<file path="src/rtl/mips_pkg.sv">
// Shared pipeline encodings for the MIPS-R2000 core: control-bit positions
// inside the EX/MEM and MEM/WB control fields, and the MEM-stage FSM states.
package mips_pkg;

  localparam int M_BRANCH    = 2;
  localparam int M_READ      = 1;
  localparam int M_WRITE     = 0;

  localparam int WB_REGWRITE = 1;
  localparam int WB_MEMTOREG = 0;

  typedef enum logic [1:0] {
    IDLE = 2'd0,
    REQ  = 2'd1,
    RESP = 2'd2
  } mem_state_t;

endpackage

</file>
<file path="src/rtl/mem_wb_reg.sv">
// MEM/WB pipeline register with bubble insertion and the write-back data mux
// (load data versus ALU result, selected by the registered mem_to_reg bit).
import mips_pkg::*;

module mem_wb_reg (
  input  logic        clk,
  input  logic        rst_n,
  input  logic        bubble,
  input  logic [1:0]  wb_in,
  input  logic [4:0]  rd_in,
  input  logic [31:0] alu_in,
  input  logic [31:0] mem_in,
  output logic [1:0]  wb_WB,
  output logic [4:0]  rd_WB,
  output logic [31:0] write_data_reg
);

  logic [31:0] alu_res_q;
  logic [31:0] mem_data_q;

  // A bubble clears the whole entry so forwarding never sees a stale rd.
  always_ff @(posedge clk or negedge rst_n) begin
    if (!rst_n) begin
      wb_WB      <= 2'b00;
      rd_WB      <= 5'd0;
      alu_res_q  <= 32'd0;
      mem_data_q <= 32'd0;
    end else if (bubble) begin
      wb_WB      <= 2'b00;
      rd_WB      <= 5'd0;
      alu_res_q  <= 32'd0;
      mem_data_q <= 32'd0;
    end else begin
      wb_WB      <= wb_in;
      rd_WB      <= rd_in;
      alu_res_q  <= alu_in;
      mem_data_q <= mem_in;
    end
  end

  assign write_data_reg = wb_WB[WB_MEMTOREG] ? mem_data_q : alu_res_q;

endmodule

</file>
<file path="src/rtl/mem_access_stage.sv">
// MEM stage: drives the data-memory req/gnt/rvalid bus, stalls upstream while
// an access is outstanding, aborts on timeout, resolves branches, feeds MEM/WB.
import mips_pkg::*;

module mem_access_stage #(
  parameter int TIMEOUT = 16,
  parameter int AW      = 32
) (
  input  logic          clk,
  input  logic          rst_n,
  input  logic [31:0]   res,
  input  logic [31:0]   write_data_ex,
  input  logic [4:0]    write_register_ex,
  input  logic [2:0]    m_MEM,
  input  logic [1:0]    wb_MEM,
  input  logic          zero,
  output logic          dmem_req,
  output logic          dmem_we,
  output logic [AW-1:0] dmem_addr,
  output logic [31:0]   dmem_wdata,
  input  logic          dmem_gnt,
  input  logic          dmem_rvalid,
  input  logic [31:0]   dmem_rdata,
  output logic          mem_stall,
  output logic          pc_src,
  output logic [1:0]    wb_WB,
  output logic [4:0]    rd_WB,
  output logic [31:0]   write_data_reg,
  output logic          misalign_err,
  output logic          bus_err
);

  localparam logic [7:0] WAIT_LAST = 8'(TIMEOUT - 1);

  mem_state_t state_q, state_d;
  logic [7:0] wait_cnt_q, wait_cnt_d;

  logic access, is_write, misaligned, mem_go;
  logic at_limit, done, timeout;

  // When both read and write are set the write wins.
  assign access     = m_MEM[M_READ] | m_MEM[M_WRITE];
  assign is_write   = m_MEM[M_WRITE];
  assign misaligned = access & (res[1:0] != 2'b00);
  assign mem_go     = access & ~misaligned;
  assign at_limit   = (wait_cnt_q == WAIT_LAST);

  assign dmem_we    = is_write;
  assign dmem_addr  = res[AW-1:0];
  assign dmem_wdata = write_data_ex;

  always_comb begin
    state_d  = state_q;
    dmem_req = 1'b0;
    done     = 1'b0;
    timeout  = 1'b0;
    case (state_q)
      IDLE: begin
        if (mem_go) begin
          dmem_req = 1'b1;
          if (dmem_gnt) begin
            if (is_write) done = 1'b1;
            else          state_d = RESP;
          end else begin
            state_d = REQ;
          end
        end
      end
      REQ: begin
        if (at_limit) begin
          timeout = 1'b1;
          state_d = IDLE;
        end else begin
          dmem_req = 1'b1;
          if (dmem_gnt) begin
            if (is_write) begin
              done    = 1'b1;
              state_d = IDLE;
            end else begin
              state_d = RESP;
            end
          end
        end
      end
      RESP: begin
        // rvalid is only meaningful here; a response seen elsewhere is stale.
        if (dmem_rvalid) begin
          done    = 1'b1;
          state_d = IDLE;
        end else if (at_limit) begin
          timeout = 1'b1;
          state_d = IDLE;
        end
      end
      default: state_d = IDLE;
    endcase
  end

  always_comb begin
    wait_cnt_d = 8'd0;
    if (state_d == state_q && state_q != IDLE) wait_cnt_d = wait_cnt_q + 8'd1;
  end

  always_ff @(posedge clk or negedge rst_n) begin
    if (!rst_n) begin
      state_q    <= IDLE;
      wait_cnt_q <= 8'd0;
    end else begin
      state_q    <= state_d;
      wait_cnt_q <= wait_cnt_d;
    end
  end

  assign mem_stall    = mem_go & ~done & ~timeout;
  assign pc_src       = m_MEM[M_BRANCH] & zero & ~mem_stall;
  assign misalign_err = misaligned;
  assign bus_err      = timeout;

  mem_wb_reg u_mem_wb (
    .clk            (clk),
    .rst_n          (rst_n),
    .bubble         (mem_stall | misaligned | timeout),
    .wb_in          (wb_MEM),
    .rd_in          (write_register_ex),
    .alu_in         (res),
    .mem_in         (dmem_rdata),
    .wb_WB          (wb_WB),
    .rd_WB          (rd_WB),
    .write_data_reg (write_data_reg)
  );

endmodule

</file>
<file path="config.mk">
export PLATFORM = sky130hd
export DESIGN_NAME = mem_access_stage
export DESIGN_NICKNAME = d
export VERILOG_FILES = /design/src/rtl/mips_pkg.sv /design/src/rtl/mem_wb_reg.sv /design/src/rtl/mem_access_stage.sv
export SDC_FILE = /design/constraint.sdc
export NUM_CORES = 1
export LEC_CHECK = 0
export BUFFER_PORTS_ARGS = -buffer_cell sky130_fd_sc_hd__buf_4
export CAP_MARGIN = 20
export CELL_PAD_IN_SITES_DETAIL_PLACEMENT = 1
export CELL_PAD_IN_SITES_GLOBAL_PLACEMENT = 1
export CORE_UTILIZATION = 31
export DETAILED_ROUTE_END_ITERATION = 7
export GPL_TIMING_DRIVEN = 0
export HOLD_SLACK_MARGIN = 0.05
export PLACE_DENSITY_LB_ADDON = 0.1
export SLEW_MARGIN = 40
export SYNTH_ARGS = -nofsm -noshare
export SYNTH_HDL_FRONTEND = slang
export SYNTH_SLANG_ARGS = --single-unit
</file>
<file path="constraint.sdc">
create_clock -name clk -period 2.5 [get_ports clk]
set_input_delay 0.5 -clock clk [delete_from_list [all_inputs] [get_ports clk]]
set_output_delay 0.5 -clock clk [all_outputs]
set_load 0.005 [all_outputs]
</file>
==> results of run 1 <==
## state kept, by name, summed over array words and instances (netlist names)
register	cells
wait_cnt_q	8
state_q	2
u_mem_wb.alu_res_q	32
u_mem_wb.rd_WB	5
u_mem_wb.wb_WB	2
u_mem_wb.mem_data_q	32
## placed cells by master (no fill, tap or decap), types with 3 or more instances in the layout
cell type	n
a21oi_1	4
nand2_1	3
mux2_2	32
clkbuf_16	9
buf_2	3
and2_1	50
nor4_1	7
clkbuf_8	3
nor2_1	8
buf_4	258
and2_2	10
and2_4	10
clkbuf_2	5
nand3_1	3
inv_1	6
xnor2_1	4
bufinv_16	3
and3_1	3
dfrtp_1	80
## repair_timing
action	CTS	global route
setup buffers	4	4
gates resized for setup	10	5
pin swaps	3	5
setup endpoints to repair	33	2
## logic make-up after synthesis
kind of cell    after synthesis  synth area share
simple gates                103             0.170
buf+inv                      86             0.154
flops                        81             0.512
mux                          33            0.0936
compound gates               20            0.0411
xor+xnor                      6            0.0133
fa+ha+maj                     5            0.0158
## cell type report
cell class,instances,area [um^2],area share
sequential,81,2030,0.336
timing repair buffer,194,1460,0.242
multi-input combinational,167,1380,0.229
buffer,78,583,0.0965
clock buffer,10,239,0.0396
tap,168,210,0.0348
clock inverter,5,104,0.0172
inverter,8,30.0,0.00497
## through the flow
step | area [um^2] | worst slack (ns) | utilization
2_1_floorplan | 3960 | 0.225 | -
3_3_place_gp | 5560 | -0.0371 | 0.456
3_5_place_dp | 5570 | -0.143 | 0.456
4_1_cts | 5990 | -0.0609 | 0.490
5_1_grt | 6040 | -0.0820 | 0.495
6_report | 6040 | -0.0117 | 0.495
## power breakdown
part	switching, W	total, W	internal, W
logic	0.000465	0.00104	0.000578
clock network	0.000501	0.00150	0.000996
registers	0.0000483	0.00147	0.00142
## worst reg2reg max path, delay by kind of cell (launching register included)
kind | cells | cell delay, ns
AO/OA/AOI/OAI | 2 | 0.63
adder cells (fa/ha/maj) | 1 | 0.20
buffers and inverters | 4 | 0.62
flip-flops | 1 | 0.41
AND/OR/NAND/NOR | 2 | 0.32
## worst min-delay path by stage
| stage | end |
|---|---|
| 2_1_floorplan | state_q[0] |
| 3_3_place_gp | wait_cnt_q[0] |
| 3_5_place_dp | wait_cnt_q[0] |
| 4_1_cts | u_mem_wb.rd_WB[0] |
| 5_1_grt | u_mem_wb.rd_WB[0] |
| 6_report | u_mem_wb.rd_WB[0] |
## per-layer routing
layer | track usage | wire (um)
met3 | 0.0459 | 671
met4 | 0.0554 | 128
met1 | 0.179 | 4060
met2 | 0.273 | 5440
met5 | 0 | 0
==> run metrics, run 1 <==
top post-synthesis cells by count dfrtp_1, buf_4, and2_1, mux2_2; 1st-iter DRT viols 38; most numerous cell in the Yosys netlist dfrtp_1; Worst Hold Class input pin to async pin; via count 3,051; wire per inst 14.5 um; CP Launch Point state_q[1]; Rel. slew slack 0.563; worst-path cell chain ha_4 > and2b_2 > o2111ai_4 > inv_2 > nor4_4 > nor2_1 > buf_4; GP Congestion 0.743; R2R depth 9; required time of the critical path 2.00 ns; IO Port Bufs 186; hold violation count in the final report 0; total power 0.00401 W; Worst setup EP type output pin; Hold Buf Count CTS 0; area share of the largest cell type after synthesis 0.512; worst setup margin -0.0117 ns; Num CTS Buffers 9; RR Startpoint wait_cnt_q[0]; Synth area leader dfrtp_1; max incr delay on CP 0.44 ns; CP startpoint kind flop; clk_skew 0.00322 ns; crit path kind flop to output pin; Max FO, Critical Path 4; Data arrival, critical path 2.01 ns; number of synthesized flops with an enable pin 0; Synth Instances 334; fmax 398 MHz; Pwr Density 665 nW/um^2; Core Rows 40; Netlist cell types 45; Final Cycle Share 1.00; H-tree depth 3; critical path's slowest cell dfrtp_2; MaxCap Viol Count 0; Yosys warning total 0; flip-flop and latch count after synthesis 81; peak supply drop 0.328 mV; clk_lat worst skew 0.33 ns; top post-synthesis cells by area dfrtp_1, buf_4, mux2_2; Fillers 1,362; RSZ-0062 raised after global routing true; TritonCTS clock tree yes; r2r endpoint u_mem_wb.mem_data_q[28]; Primary FF master, synth dfrtp_1; vias in the first global route 3,080; GRT Total Usage 0.155; Core Region 12,200 um^2; Fin Setup TNS -0.0117 ns; placed insts 688; Final Non-Filler Cells 711; crit-path leading delay family simple AND/OR/NAND/NOR gates; DRC viols 0; status finished, violations left; syn_nets 450; die width 115 um; asr flop ratio synth 1.00; worst slew pin tran 0.656 ns; Final min period 2.51 ns; gr ovfl total 0; IO Count 220; chip height 115 um; R2R setup slack 0.26 ns; DRT Pass-1 Iters 4; pins over their slew limit 0; final net count 655; area delta synth->final 52.7%; Starting Density 0.324; critical path depth 7; Antenna diodes 0; worst hold margin 0.167 ns; layout cell share with drive strength beyond 1 0.645; initial antenna violation count 0; Avg Vias per Cell 4.29; final setup vio count 1; Static Leak 3.14 nW; first-pass GRT wire length 15,400 um; full die area 13,200 um^2; CP Capture Point pc_src; Seq/Total Area, Yosys 0.512; largest net degree at the start of global routing 82; synthesized area per cell 11.8 um^2; clock slew at the register clock pins of the worst setup and hold paths 0.06 ns; post-route ant nets 0; Clk Tree Root Cell clkbuf_16; DPL Wire Length 7720 um; CTS sink cnt 81; Clock Tree Buf Depth 2; failing checks setup timing; Detailed Route WL 10,300 um; Cell Area, Synth 3960 um^2; Buf/Inv on CP 2
No activity file was read; power rests on OpenSTA's default activity.
==> inputs of run 2 (changes only) <==
==> constraint.sdc (replaced) <==
create_clock -name clk -period 2.8 [get_ports clk]
set_input_delay 0.56 -clock clk [delete_from_list [all_inputs] [get_ports clk]]
set_output_delay 0.56 -clock clk [all_outputs]
set_load 0.005 [all_outputs]
==> run metrics, run 2 (synthesized netlist as in run 1, its figures left out) <==
status finished clean (was finished, violations left); Clk Tree Root Cell clkbuf_16 (unchanged); RSZ-0062 raised after global routing false (was true); DRT Pass-1 Iters 4 (unchanged); chip height 115 um (unchanged); Final min period 2.62 ns; DPL Wire Length 7720 um (unchanged); Pwr Density 589 nW/um^2 (was 665 nW/um^2); Core Rows 40 (unchanged); MaxCap Viol Count 0 (unchanged); Rel. slew slack 0.548 (was 0.563); hold violation count in the final report 0 (unchanged); sequential power share 0.374 (was 0.367); clk_skew 0.00639 ns (was 0.00322 ns); Core Region 12,200 um^2 (unchanged); Final Cycle Share 0.935; 1st-iter DRT viols 41 (was 38); IO Port Bufs 186 (unchanged); clk_lat worst skew 0.33 ns (about the same); Num CTS Buffers 9 (unchanged); clock slew at the register clock pins of the worst setup and hold paths 0.06 ns (about the same); clock power share 0.380 (was 0.373); DR WL met3 672 um (was 671 um); Data arrival, critical path 2.06 ns (was 2.01 ns); H-tree depth 3 (unchanged); most common cell after layout, fill and taps aside buf_4 (unchanged); full die area 13,200 um^2 (unchanged); most frequent cells in the layout buf_4, dfrtp_1, and2_1 (unchanged); P_sw 0.000892 W (was 0.00101 W); Met1 Wirelength 4080 um (was 4060 um); layout cell share with drive strength beyond 1 0.626 (was 0.645); initial antenna violation count 0 (unchanged); Antenna diodes 0 (unchanged); CP startpoint kind flop (unchanged); GP Congestion 0.743 (unchanged); biggest regs u_mem_wb.alu_res_q: 32 flops, u_mem_wb.mem_data_q: 32 flops, wait_cnt_q: 8 flops (unchanged); Worst setup EP type output pin (unchanged); area delta synth->final 51.2% (was 52.7%); wire length on met2 5400 um (was 5440 um); largest net degree at the start of global routing 82 (unchanged); Detailed Route WL 10,300 um (about the same); Gate power share 0.245 (was 0.260); Sw Share 0.253 (about the same); worst slew pin tran 0.678 ns (was 0.656 ns); IO Count 220 (unchanged); GRT Total Usage 0.155 (about the same); uppermost routed layer met4 (unchanged); fmax 382 MHz; gr ovfl total 0 (unchanged); pins over their slew limit 0 (unchanged); Pint 0.00263 W (was 0.00300 W); TritonCTS clock tree yes (unchanged); Starting Density 0.324 (unchanged); crit path kind flop to output pin (unchanged); DRC viols 0 (unchanged); Worst Hold Class input pin to async pin (unchanged); vias in the first global route 3,064 (was 3,080); Max FO, Critical Path 10 (was 4); die width 115 um (unchanged); post-layout util 0.490 (was 0.495); final net count 650 (was 655); Avg Vias per Cell 4.28 (was 4.29); Fin Setup TNS 0 ns (was -0.0117 ns); wire per inst 14.5 um (about the same); CTS sink cnt 81 (unchanged); Clock Tree Buf Depth 2 (unchanged); Static Leak 3.11 nW (was 3.14 nW); Fillers 1,367 (was 1,362); post-route ant nets 0 (unchanged); final setup vio count 0 (was 1); first-pass GRT wire length 15,400 um (about the same); required time of the critical path 2.24 ns (was 2.00 ns); via count 3,022 (was 3,051); peak supply drop 0.293 mV (was 0.328 mV)
run 2: changes by cell type in the layout (fill, tap and decap cells not counted), sizes merged:
cell | before | now
buf | 264 | 259
run 2: worst max-delay path: stages (launching register included):
cell	delay, ns
dfrtp_1	0.34
clkbuf_1	0.26
buf_1	0.57
mux2_2	0.41
buf_4	0.14
run 2: layer usage:
metal,up-vias,track usage
met1,1467,0.176
met4,0,0.0554
met2,115,0.275
met3,7,0.0459
met5,-,0
li1,1433,-
run 2: power groups by stage:
stage	Sequential [W]	Clock (W)	Combinational, W
6_report	0.00132	0.00134	0.000865
5_1_grt	0.00133	0.00142	0.000945
4_1_cts	0.00132	0.00138	0.000876
3_3_place_gp	0.00134	0	0.000822
3_5_place_dp	0.00134	0	0.000840
2_1_floorplan	0.00133	0	0.000446
run 2: through the flow:
stage	worst slack [ns]	cells	area [um^2]	total power (W)	hold slack, ns
3_3_place_gp	0.203	688	5560	0.00216	0.487
2_1_floorplan	0.465	334	3960	0.00178	0.264
6_report	0.181	706	5980	0.00353	0.224
5_1_grt	0.0375	706	5980	0.00370	0.293
3_5_place_dp	0.0967	688	5570	0.00218	0.505
4_1_cts	0.00683	704	5950	0.00358	0.297
run 2: path summary, 6_finish.rpt:
| path | end | startpoint | slack [ns] | cells after the start |
|---|---|---|---|---|
| max in group asynchronous | state_q[1] | rst_n | 2.04 | 1 |
| hold reg to reg | wait_cnt_q[0] | wait_cnt_q[0] | 0.51 | 1 |
| setup reg to reg | u_mem_wb.mem_data_q[28] | state_q[1] | 0.66 | 8 |
| hold / removal | u_mem_wb.rd_WB[0] | rst_n | 0.22 | 1 |
| setup / recovery | write_data_reg[8] | u_mem_wb.wb_WB[0] | 0.18 | 4 |
| min in group clk | u_mem_wb.mem_data_q[18] | dmem_rdata[18] | 0.43 | 2 |
run 2: area by class of cell:
class | instances | area [um^2] | share of cell area
plain buffers | 78 | 579 | 0.0969
clock buffers | 10 | 239 | 0.0400
clock inverters | 5 | 104 | 0.0174
inverters | 8 | 30.0 | 0.00502
multi-input cells | 167 | 1370 | 0.228
flip-flops and latches | 81 | 2030 | 0.339
well taps | 168 | 210 | 0.0351
repair buffers | 189 | 1430 | 0.238
run 2: timing repair:
item | 4_1_cts | 5_1_grt
hold buffers | 0 | 0
buffers inserted | 1 | 2
gates resized for setup | 4 | 2
pin swaps | 0 | 2
setup endpoints to repair | 2 | 2
cloned | 0 | 0
endpoints found under the hold margin | 0 | 0
